## src/rtl/vga_timing_gen_pkg.sv

```systemverilog
// Shared timing constants, counter widths and the downstream timing bundle for vga_timing_gen.
package vga_timing_pkg;

  localparam int X_W = 11;
  localparam int Y_W = 10;

  // 800x600@60, 40 MHz pixel clock
  localparam int SVGA_H_ACTIVE = 800;
  localparam int SVGA_H_FP     = 40;
  localparam int SVGA_H_SYNC   = 128;
  localparam int SVGA_H_BP     = 88;
  localparam int SVGA_V_ACTIVE = 600;
  localparam int SVGA_V_FP     = 1;
  localparam int SVGA_V_SYNC   = 4;
  localparam int SVGA_V_BP     = 23;

  // 640x480@60, 25.175 MHz pixel clock
  localparam int VGA_H_ACTIVE = 640;
  localparam int VGA_H_FP     = 16;
  localparam int VGA_H_SYNC   = 96;
  localparam int VGA_H_BP     = 48;
  localparam int VGA_V_ACTIVE = 480;
  localparam int VGA_V_FP     = 10;
  localparam int VGA_V_SYNC   = 2;
  localparam int VGA_V_BP     = 33;

  typedef struct packed {
    logic [X_W-1:0] x_cnt;
    logic [Y_W-1:0] y_cnt;
    logic           hsync;
    logic           vsync;
    logic           hsync_de;
    logic           vsync_de;
    logic           de;
  } vga_timing_t;

  function automatic int axis_total(input int sync_len, input int bp, input int active, input int fp);
    return sync_len + bp + active + fp;
  endfunction

endpackage

```

## src/rtl/vga_timing_gen_if.sv

```systemverilog
// Raster timing bus: control inputs (ce/restart) in, counters, syncs, enables and strobes out.
// Carries frame_cnt only when VGA_TIMING_FRAME_CNT_EN is defined.
interface vga_timing_gen_if;
  import vga_timing_pkg::*;

  logic           ce;
  logic           restart;
  logic [X_W-1:0] x_cnt;
  logic [Y_W-1:0] y_cnt;
  logic           hsync;
  logic           vsync;
  logic           hsync_de;
  logic           vsync_de;
  logic           de;
  logic           line_start;
  logic           frame_start;
  vga_timing_t    timing;
`ifdef VGA_TIMING_FRAME_CNT_EN
  logic [7:0]     frame_cnt;
`endif

  modport master (
    input  ce, restart,
    output x_cnt, y_cnt, hsync, vsync, hsync_de, vsync_de, de,
           line_start, frame_start, timing
`ifdef VGA_TIMING_FRAME_CNT_EN
    , output frame_cnt
`endif
  );

  modport slave (
    output ce, restart,
    input  x_cnt, y_cnt, hsync, vsync, hsync_de, vsync_de, de,
           line_start, frame_start, timing
`ifdef VGA_TIMING_FRAME_CNT_EN
    , input frame_cnt
`endif
  );

endinterface

```

## src/rtl/vga_timing_gen_axis_counter.sv

```systemverilog
// One raster axis: wrapping position counter with sync and display-enable windows,
// all registered from the next-state count so they align with the count they describe.
module vga_axis_counter #(
  parameter int W        = 11,
  parameter int TOTAL    = 1056,
  parameter int SYNC_LEN = 128,
  parameter int DE_START = 216,
  parameter int DE_END   = 1016
) (
  input  logic         i_clk,
  input  logic         i_rst_n,
  input  logic         i_adv,
  input  logic         i_restart,
  output logic [W-1:0] o_count,
  output logic         o_wrap,
  output logic         o_sync,
  output logic         o_de,
  output logic         o_de_next
);

  localparam logic [W-1:0] C_LAST     = W'(TOTAL - 1);
  localparam logic [W-1:0] C_SYNC     = W'(SYNC_LEN);
  localparam logic [W-1:0] C_DE_START = W'(DE_START);
  localparam logic [W-1:0] C_DE_END   = W'(DE_END);
  localparam logic         RST_SYNC   = (SYNC_LEN > 0);
  localparam logic         RST_DE     = (DE_START == 0) && (DE_END > 0);

  logic [W-1:0] r_count;
  logic         r_sync;
  logic         r_de;
  logic [W-1:0] w_count_next;
  logic         w_sync_next;

  assign o_wrap = i_adv && (r_count == C_LAST);

  // restart beats advance; a restart coinciding with a wrap lands on 0 either way
  always_comb begin
    w_count_next = r_count;
    if (i_restart)
      w_count_next = '0;
    else if (i_adv)
      w_count_next = (r_count == C_LAST) ? '0 : r_count + 1'b1;
  end

  assign w_sync_next = (w_count_next < C_SYNC);
  assign o_de_next   = (w_count_next >= C_DE_START) && (w_count_next < C_DE_END);

  always_ff @(posedge i_clk or negedge i_rst_n) begin
    if (!i_rst_n) begin
      r_count <= '0;
      r_sync  <= RST_SYNC;
      r_de    <= RST_DE;
    end else begin
      r_count <= w_count_next;
      r_sync  <= w_sync_next;
      r_de    <= o_de_next;
    end
  end

  assign o_count = r_count;
  assign o_sync  = r_sync;
  assign o_de    = r_de;

endmodule

```

## src/rtl/vga_timing_gen.sv

```systemverilog
// Raster timing generator (default 800x600@60): counters, syncs, enables and line/frame strobes.
// Define VGA_TIMING_FRAME_CNT_EN to add the 8-bit frame_cnt output.
module vga_timing_gen
  import vga_timing_pkg::*;
#(
  parameter int H_ACTIVE = SVGA_H_ACTIVE,
  parameter int H_FP     = SVGA_H_FP,
  parameter int H_SYNC   = SVGA_H_SYNC,
  parameter int H_BP     = SVGA_H_BP,
  parameter int V_ACTIVE = SVGA_V_ACTIVE,
  parameter int V_FP     = SVGA_V_FP,
  parameter int V_SYNC   = SVGA_V_SYNC,
  parameter int V_BP     = SVGA_V_BP,
  parameter bit HS_POL   = 1'b1,
  parameter bit VS_POL   = 1'b1
) (
  input  logic             vga_clk,
  input  logic             rst_n,
  vga_timing_gen_if.master bus
);

  localparam int H_TOTAL   = axis_total(H_SYNC, H_BP, H_ACTIVE, H_FP);
  localparam int HDE_START = H_SYNC + H_BP;
  localparam int HDE_END   = HDE_START + H_ACTIVE;
  localparam int V_TOTAL   = axis_total(V_SYNC, V_BP, V_ACTIVE, V_FP);
  localparam int VDE_START = V_SYNC + V_BP;
  localparam int VDE_END   = VDE_START + V_ACTIVE;

  if (H_TOTAL > 2047 || V_TOTAL > 1023) begin : g_width_check
    $error("vga_timing_gen: H_TOTAL or V_TOTAL exceeds the counter width");
  end

  logic [X_W-1:0] w_x_cnt;
  logic [Y_W-1:0] w_y_cnt;
  logic           w_h_wrap;
  logic           w_v_wrap;
  logic           w_h_sync;
  logic           w_v_sync;
  logic           w_h_de;
  logic           w_v_de;
  logic           w_h_de_next;
  logic           w_v_de_next;
  logic           r_de;
  logic           r_line_start;
  logic           r_frame_start;

  vga_axis_counter #(
    .W(X_W), .TOTAL(H_TOTAL), .SYNC_LEN(H_SYNC), .DE_START(HDE_START), .DE_END(HDE_END)
  ) u_h_axis (
    .i_clk(vga_clk), .i_rst_n(rst_n), .i_adv(bus.ce), .i_restart(bus.restart),
    .o_count(w_x_cnt), .o_wrap(w_h_wrap), .o_sync(w_h_sync), .o_de(w_h_de),
    .o_de_next(w_h_de_next)
  );

  // vertical axis steps only on the horizontal wrap, so its wrap marks the frame end
  vga_axis_counter #(
    .W(Y_W), .TOTAL(V_TOTAL), .SYNC_LEN(V_SYNC), .DE_START(VDE_START), .DE_END(VDE_END)
  ) u_v_axis (
    .i_clk(vga_clk), .i_rst_n(rst_n), .i_adv(w_h_wrap), .i_restart(bus.restart),
    .o_count(w_y_cnt), .o_wrap(w_v_wrap), .o_sync(w_v_sync), .o_de(w_v_de),
    .o_de_next(w_v_de_next)
  );

  always_ff @(posedge vga_clk or negedge rst_n) begin
    if (!rst_n) begin
      r_de          <= 1'b0;
      r_line_start  <= 1'b0;
      r_frame_start <= 1'b0;
    end else begin
      r_de          <= w_h_de_next & w_v_de_next;
      r_line_start  <= bus.restart | w_h_wrap;
      r_frame_start <= bus.restart | w_v_wrap;
    end
  end

`ifdef VGA_TIMING_FRAME_CNT_EN
  logic [7:0] r_frame_cnt;

  always_ff @(posedge vga_clk or negedge rst_n) begin
    if (!rst_n)
      r_frame_cnt <= 8'd0;
    else if (bus.restart | w_v_wrap)
      r_frame_cnt <= r_frame_cnt + 8'd1;
  end

  assign bus.frame_cnt = r_frame_cnt;
`endif

  assign bus.x_cnt       = w_x_cnt;
  assign bus.y_cnt       = w_y_cnt;
  assign bus.hsync       = HS_POL ? w_h_sync : ~w_h_sync;
  assign bus.vsync       = VS_POL ? w_v_sync : ~w_v_sync;
  assign bus.hsync_de    = w_h_de;
  assign bus.vsync_de    = w_v_de;
  assign bus.de          = r_de;
  assign bus.line_start  = r_line_start;
  assign bus.frame_start = r_frame_start;

  assign bus.timing = '{
    x_cnt:    w_x_cnt,
    y_cnt:    w_y_cnt,
    hsync:    bus.hsync,
    vsync:    bus.vsync,
    hsync_de: w_h_de,
    vsync_de: w_v_de,
    de:       r_de
  };

endmodule

```

## src/flat_wrapper.sv

```systemverilog
// flat-port wrapper written by rule: the top's interface ports become plain ports
module vga_timing_gen_flat import vga_timing_pkg::*;
#(
  parameter int H_ACTIVE = SVGA_H_ACTIVE,
  parameter int H_FP     = SVGA_H_FP,
  parameter int H_SYNC   = SVGA_H_SYNC,
  parameter int H_BP     = SVGA_H_BP,
  parameter int V_ACTIVE = SVGA_V_ACTIVE,
  parameter int V_FP     = SVGA_V_FP,
  parameter int V_SYNC   = SVGA_V_SYNC,
  parameter int V_BP     = SVGA_V_BP,
  parameter bit HS_POL   = 1'b1,
  parameter bit VS_POL   = 1'b1
)
  (vga_clk, rst_n, bus_ce, bus_restart, bus_x_cnt, bus_y_cnt, bus_hsync, bus_vsync, bus_hsync_de, bus_vsync_de, bus_de, bus_line_start, bus_frame_start, bus_timing);
  vga_timing_gen_if bus_i ();
  input  logic vga_clk;
  input  logic rst_n;
  input wire logic [$bits(bus_i.ce)-1:0] bus_ce;
  input wire logic [$bits(bus_i.restart)-1:0] bus_restart;
  output wire logic [$bits(bus_i.x_cnt)-1:0] bus_x_cnt;
  output wire logic [$bits(bus_i.y_cnt)-1:0] bus_y_cnt;
  output wire logic [$bits(bus_i.hsync)-1:0] bus_hsync;
  output wire logic [$bits(bus_i.vsync)-1:0] bus_vsync;
  output wire logic [$bits(bus_i.hsync_de)-1:0] bus_hsync_de;
  output wire logic [$bits(bus_i.vsync_de)-1:0] bus_vsync_de;
  output wire logic [$bits(bus_i.de)-1:0] bus_de;
  output wire logic [$bits(bus_i.line_start)-1:0] bus_line_start;
  output wire logic [$bits(bus_i.frame_start)-1:0] bus_frame_start;
  output wire logic [$bits(bus_i.timing)-1:0] bus_timing;
  assign bus_i.ce = bus_ce;
  assign bus_i.restart = bus_restart;
  assign bus_x_cnt = bus_i.x_cnt;
  assign bus_y_cnt = bus_i.y_cnt;
  assign bus_hsync = bus_i.hsync;
  assign bus_vsync = bus_i.vsync;
  assign bus_hsync_de = bus_i.hsync_de;
  assign bus_vsync_de = bus_i.vsync_de;
  assign bus_de = bus_i.de;
  assign bus_line_start = bus_i.line_start;
  assign bus_frame_start = bus_i.frame_start;
  assign bus_timing = bus_i.timing;
  vga_timing_gen #(.H_ACTIVE(H_ACTIVE), .H_FP(H_FP), .H_SYNC(H_SYNC), .H_BP(H_BP), .V_ACTIVE(V_ACTIVE), .V_FP(V_FP), .V_SYNC(V_SYNC), .V_BP(V_BP), .HS_POL(HS_POL), .VS_POL(VS_POL)) u_core (.vga_clk(vga_clk), .rst_n(rst_n), .bus(bus_i));
endmodule
```

## config.mk

```make
export PLATFORM = sky130hd
export DESIGN_NAME = vga_timing_gen_flat
export DESIGN_NICKNAME = d
export VERILOG_FILES = /design/src/rtl/vga_timing_gen_pkg.sv /design/src/rtl/vga_timing_gen_if.sv /design/src/rtl/vga_timing_gen_axis_counter.sv /design/src/rtl/vga_timing_gen.sv /design/src/flat_wrapper.sv
export SDC_FILE = /design/constraint.sdc
export NUM_CORES = 1
export LEC_CHECK = 0
export ABC_AREA = 1
export CAP_MARGIN = 10
export CORE_MARGIN = 3
export CORE_UTILIZATION = 50
export CTS_CLUSTER_DIAMETER = 120
export DETAILED_ROUTE_END_ITERATION = 8
export PLACE_DENSITY = 0.83
export REMOVE_ABC_BUFFERS = 1
export SYNTH_ARGS = -nofsm -noshare
export SYNTH_HDL_FRONTEND = slang
export SYNTH_SLANG_ARGS = --single-unit
```

## constraint.sdc

```tcl
create_clock -name vga_clk -period 4.6 [get_ports vga_clk]
set_input_delay 1.15 -clock vga_clk [delete_from_list [all_inputs] [get_ports vga_clk]]
set_output_delay 1.15 -clock vga_clk [all_outputs]
set_load 0.03 [all_outputs]
```

Word level (Yosys, flattened, before mapping)
Cells that the tools add are included.
{ "word_totals": {"reg_bits": 28, "elab_cells": 32, "input_bits": 4, "output_inout_bits": 54} }
{ "classes": {"bitwise_logic": 3, "reduce_logical": 4, "n_eq_ne": 2, "order_cmp": 6, "n_mux": 6, "addsub": 2} }
{ "op_table": {"columns": ["cell", "n"], "rows": [
  ["$mux W11", 3],
  ["$mux W10", 3],
  ["$add A11 B1 Y11 const B", 1],
  ["$eq A11 B11 Y1 const B", 1],
  ["$ge A11 B8 Y1 const B", 1],
  ["$lt A11 B10 Y1 const B", 1],
  ["$lt A11 B8 Y1 const B", 1],
  ["$add A10 B1 Y10 const B", 1],
  ["$eq A10 B10 Y1 const B", 1],
  ["$ge A10 B5 Y1 const B", 1],
  ["$lt A10 B10 Y1 const B", 1],
  ["$lt A10 B3 Y1 const B", 1],
  ["$logic_and A1 B1 Y1", 4],
  ["$or A1 B1 Y1", 2],
  ["$and A1 B1 Y1", 1]
]} }

Logic depth before layout (Yosys ltp)
{ "logic_depth": {"ltp_word": 7, "ltp_mapped": 15, "depth_no_buf": 14} }

Cells and area by module
From an unflattened synthesis, not the netlist that was laid out.
{ "hier_totals": {"cells_unflattened": 270, "hier_area_um2": 1966.9} }
{ "by_module_without_submodules": {"columns": ["mod", "cells_each", "instances", "area_each_um2", "seq_area_each_um2"], "rows": [
  ["vga_axis_counter at u_core.u_v_axis", 125, 1, 884.6, 301.5],
  ["vga_axis_counter at u_core.u_h_axis", 109, 1, 785.8, 326.6],
  ["vga_timing_gen", 36, 1, 296.5, 75.1]
]} }

Worst setup path before layout
Ideal clock, no wire load.
{ "synth_timing": {"path_kind": "input-to-reg", "startpoint": "in bus_ce", "endpoint": "reg u_core.r_de (netlist: u_core.bus.de)", "n_path_buf": 1, "cell_stages": 13, "required_ns": 4.483, "slack_ns": 2.294, "setup_ns": 0.117, "arrival_ns": 2.189, "path_cell_list": "inv_2 nor2_4 nand2_2 nor2_4 buf_6 nand2_2 nand2_2 nand2_2 nor2_4 nand2_2 nand3b_1 nand3_2 nor2_1"} }
{ "synth_between": {"elab_chain_cells": 6, "elab_cells_between_ends": 12, "classes_between": "order compare: 4; mux: 4; bitwise: 1; reduce/logical: 3"} }
{ "synth_lines": {"columns": ["element", "line_no", "text"], "rows": [
  ["start, declared", "flat_wrapper.sv:19", "input wire logic [$bits(bus_i.ce)-1:0] bus_ce;"],
  ["$logic_and A1 B1 Y1 *", "vga_timing_gen_axis_counter.sv:34", "assign o_wrap = i_adv && (r_count == C_LAST);"],
  ["$mux W10 *", "vga_timing_gen_axis_counter.sv:41", "else if (i_adv)"],
  ["$mux W10 *", "vga_timing_gen_axis_counter.sv:39", "if (i_restart)"],
  ["net u_core.u_v_axis.w_count_next[6]", "vga_timing_gen_axis_counter.sv:31", "logic [W-1:0] w_count_next;"],
  ["$ge A10 B5 Y1 / $lt A10 B10 Y1 (equally long branches)", "vga_timing_gen_axis_counter.sv:46", "assign o_de_next = (w_count_next >= C_DE_START) && (w_count_next < C_DE_END);"],
  ["$logic_and A1 B1 Y1 *", "vga_timing_gen_axis_counter.sv:46", null],
  ["$and A1 B1 Y1 *", "vga_timing_gen.sv:70", "r_de <= w_h_de_next & w_v_de_next;"],
  ["end signal, assigned", "vga_timing_gen.sv:70", null],
  ["end, declared", "vga_timing_gen.sv:43", "logic r_de;"]
]} }
Mark *: on every way through the listed nets, which the timed path passes. The rest lies on a longest branch.

Final worst setup path
Ends and elaborated chain as after synthesis.

==> results.yml <==
run_status:
  status: "finished clean"
die:
  ioPinCount: 58
  coreArea_sq_um: 3470
  die_w_microns: 67.3
  rows: 21
  die-area_sq_um: 4530
  die_y_microns: 67.3
  start_util_pct: 54.2
grt:
  grt_max_degree: 29
  grt_pass1_vias: 1562
  grt_antenna_before_repair: 0
  track_usage_pct: 19.1
  grt_pass1_wl_microns: 6710
  grt_remaining_overflow: 0
synthesis:
  synth_area_leaders: "dfrtp_1, nand2_1, buf_4"
  synth_seq_cells: 28
  synthFlopType: "dfrtp_1"
  postSynthAreaPerCell_sq_um: 7.46
  synth_edf_count: 0
  synth_area_leader_cell: "dfrtp_1"
  synthCells: 252
  ys_seq_area_share_pct: 37.4
  yosysWarnings: 0
  syn_area_sq_um: 1880
  yosysUniqueCellTypes: 30
  ys_async_sr_fraction_pct: 100
  synth_top_area_share_pct: 34.6
worst_setup_path:
  critPathArrivalTime_ps: 3180
  crit_chain: "clkdlybuf4s50_1 > inv_2 > nor2_4 > nand2_2 > nor2_4 > nor2_2 > nand2_2 > o21ai_2 > nor2_1 > nor2_1 > nor2_2 > nand3_2 > nor2_1"
  path_max_fanout: 11
  cp_common_cell: "nor2_1"
  worstSetupStartpointType: "input port"
  crit_type: "in -> reg"
  slowest_stage: "clkdlybuf4s50_1"
  slowest_delay_ps: 610
  critPathRequiredTime_ps: 4810
  cp-end-kind: "flip-flop"
clock_network:
  cts_sinks: 28
  path_clk_slew_ps: 90
  cts_buffer_depth: 2
  htree_num_levels: 1
  cts-root-buf: "clkbuf_8"
  postCtsHoldBufs: 0
  cts-buffers-inserted: 3
  insertion_delay_ps: 270
  cts_resized: 0
  cts_setup_buffers: 0
  tritoncts: "yes"
timing:
  max_freq_ghz: 0.336
  hold_viol: 0
  drv_slew: 0
  setup_viol_count_final: 0
  rsz0062_at_grt: "false"
  fin_tns_setup_ps: 0
  tightest_slew_ps: 351
  holdWs_ps: 614
  fin_crit_sh_pct: 64.7
  fin_skew_ps: 3.00
  relSlewSlack_pct: 76.5
  fin_ws_ps: 1630
  period_needed_ps: 2970
power_and_ir_drop:
  p_leak_nw: 1.12
  vdd_drop_max_v: 0.000102
  powerDensity_nw_per_um2: 201
cells_and_area:
  drive_gt1_share_pct: 13.2
  nFillCells: 297
  final_cell_mix: "nand2_1, clkdlybuf4s50_1, nor2_1"
  area_growth_pct: 26.6
  nets: 294
  antenna_cells: 0
  layout_commonest_cell: "nand2_1"
  final_util_pct: 68.6
  largest_reg_flops: 11
  fin_cells: 333
place:
  dp_hpwl_microns: 3110
  dp.cells: 329
  dp_slack_ps: 1340
  place_congestion: 0.846
  portBuffers: 57
worst_hold_path:
  worst_hold_path_type: "reg -> reg"
routing:
  drc: 0
  drtIter0Drc: 86
  drt_first_pass_iters: 4
  drtAntennaViolNets: 0
  routedWlPerCell_microns: 12.0
  routed_wl_microns: 4000
  via_count: 1664
  viasPerCell: 5.00
job:
  max-cap-violations: 0
[worst max-delay path: cells and delay by family]
| family | cells | cell delay, ps |
|---|---|---|
| buffers and inverters | 2 | 680 |
| and+or+nand+nor | 10 | 1300 |
| AOI/OAI and AO/OA | 1 | 60 |
[power by group]
| part | leakage (nW) | switching [mW] | internal (mW) |
|---|---|---|---|
| sequential | 0.378 | 0.00256 | 0.249 |
| combinational | 0.706 | 0.0236 | 0.0133 |
| clock | 0.0357 | 0.0749 | 0.116 |
| total | 1.12 | 0.101 | 0.378 |
[path summary, 6_finish.rpt]
path                                            start                         end  slack (ps)  cells past startpoint
min reg2reg                u_core.u_h_axis.o_count[0]  u_core.u_h_axis.o_count[0]         610                      2
min                        u_core.u_h_axis.o_count[0]  u_core.u_h_axis.o_count[0]         610                      2
max                                            bus_ce               u_core.bus.de        1630                     13
max in group asynchronous                       rst_n      u_core.u_v_axis.o_sync        3040                      2
max reg2reg                u_core.u_h_axis.o_count[1]               u_core.bus.de        2410                     13
min in group asynchronous                       rst_n  u_core.u_h_axis.o_count[0]        1250                      2
[layout make-up]
cell class                      instances  area, sq um  share of cell area [%]
Sequential cell                        28          703                    29.5
Inverter                               31          116                    4.89
Clock inverter                          1         30.0                    1.26
Clock buffer                            3         41.3                    1.74
Multi-Input combinational cell        166          853                    35.9
Tap cell                               46         57.6                    2.42
Timing Repair Buffer                   58          578                    24.3
[cell usage after synthesis (2+ instances only)]
| master | number |
|---|---|
| dfstp_2 | 2 |
| o21ai_2 | 2 |
| a21oi_1 | 3 |
| dfrtp_1 | 26 |
| nand2_2 | 12 |
| nor2_1 | 31 |
| nor2_2 | 4 |
| xor2_1 | 2 |
| buf_4 | 26 |
| inv_1 | 29 |
| nand2_1 | 61 |
| ha_1 | 2 |
| nor2_4 | 4 |
| nand3_2 | 5 |
| nand3_1 | 22 |
| nand3b_1 | 2 |
| nor3_1 | 5 |
| o21ai_0 | 2 |
[metrics by stage]
stage / power [mW] / cell area [sq um]
3_5_place_dp: 0.293 / 2310
4_1_cts: 0.482 / 2380
2_1_floorplan: 0.273 / 1670
6_report: 0.479 / 2380
3_3_place_gp: 0.292 / 2310
5_1_grt: 0.496 / 2380
[kinds of logic after synthesis]
| logic type | count (synthesis) | share of synthesized area [%] |
|---|---|---|
| adder cells (fa/ha/maj) | 2 | 1.33 |
| flip-flops | 28 | 37.4 |
| AND/OR/NAND/NOR | 151 | 38.9 |
| buffers and inverters | 58 | 17.2 |
| AO/OA/AOI/OAI | 11 | 4.19 |
| XOR/XNOR | 2 | 0.932 |
[metal layers]
layer  global-route usage [%]  vias to the layer above  wire, microns
li1                         -                      830              -
met1                     23.3                      771           1750
met2                     35.5                       56           1970
met3                     2.00                        7            214
met4                     5.57                        0             65
met5                        0                        -              0
Power figures use the tool's default switching activity.
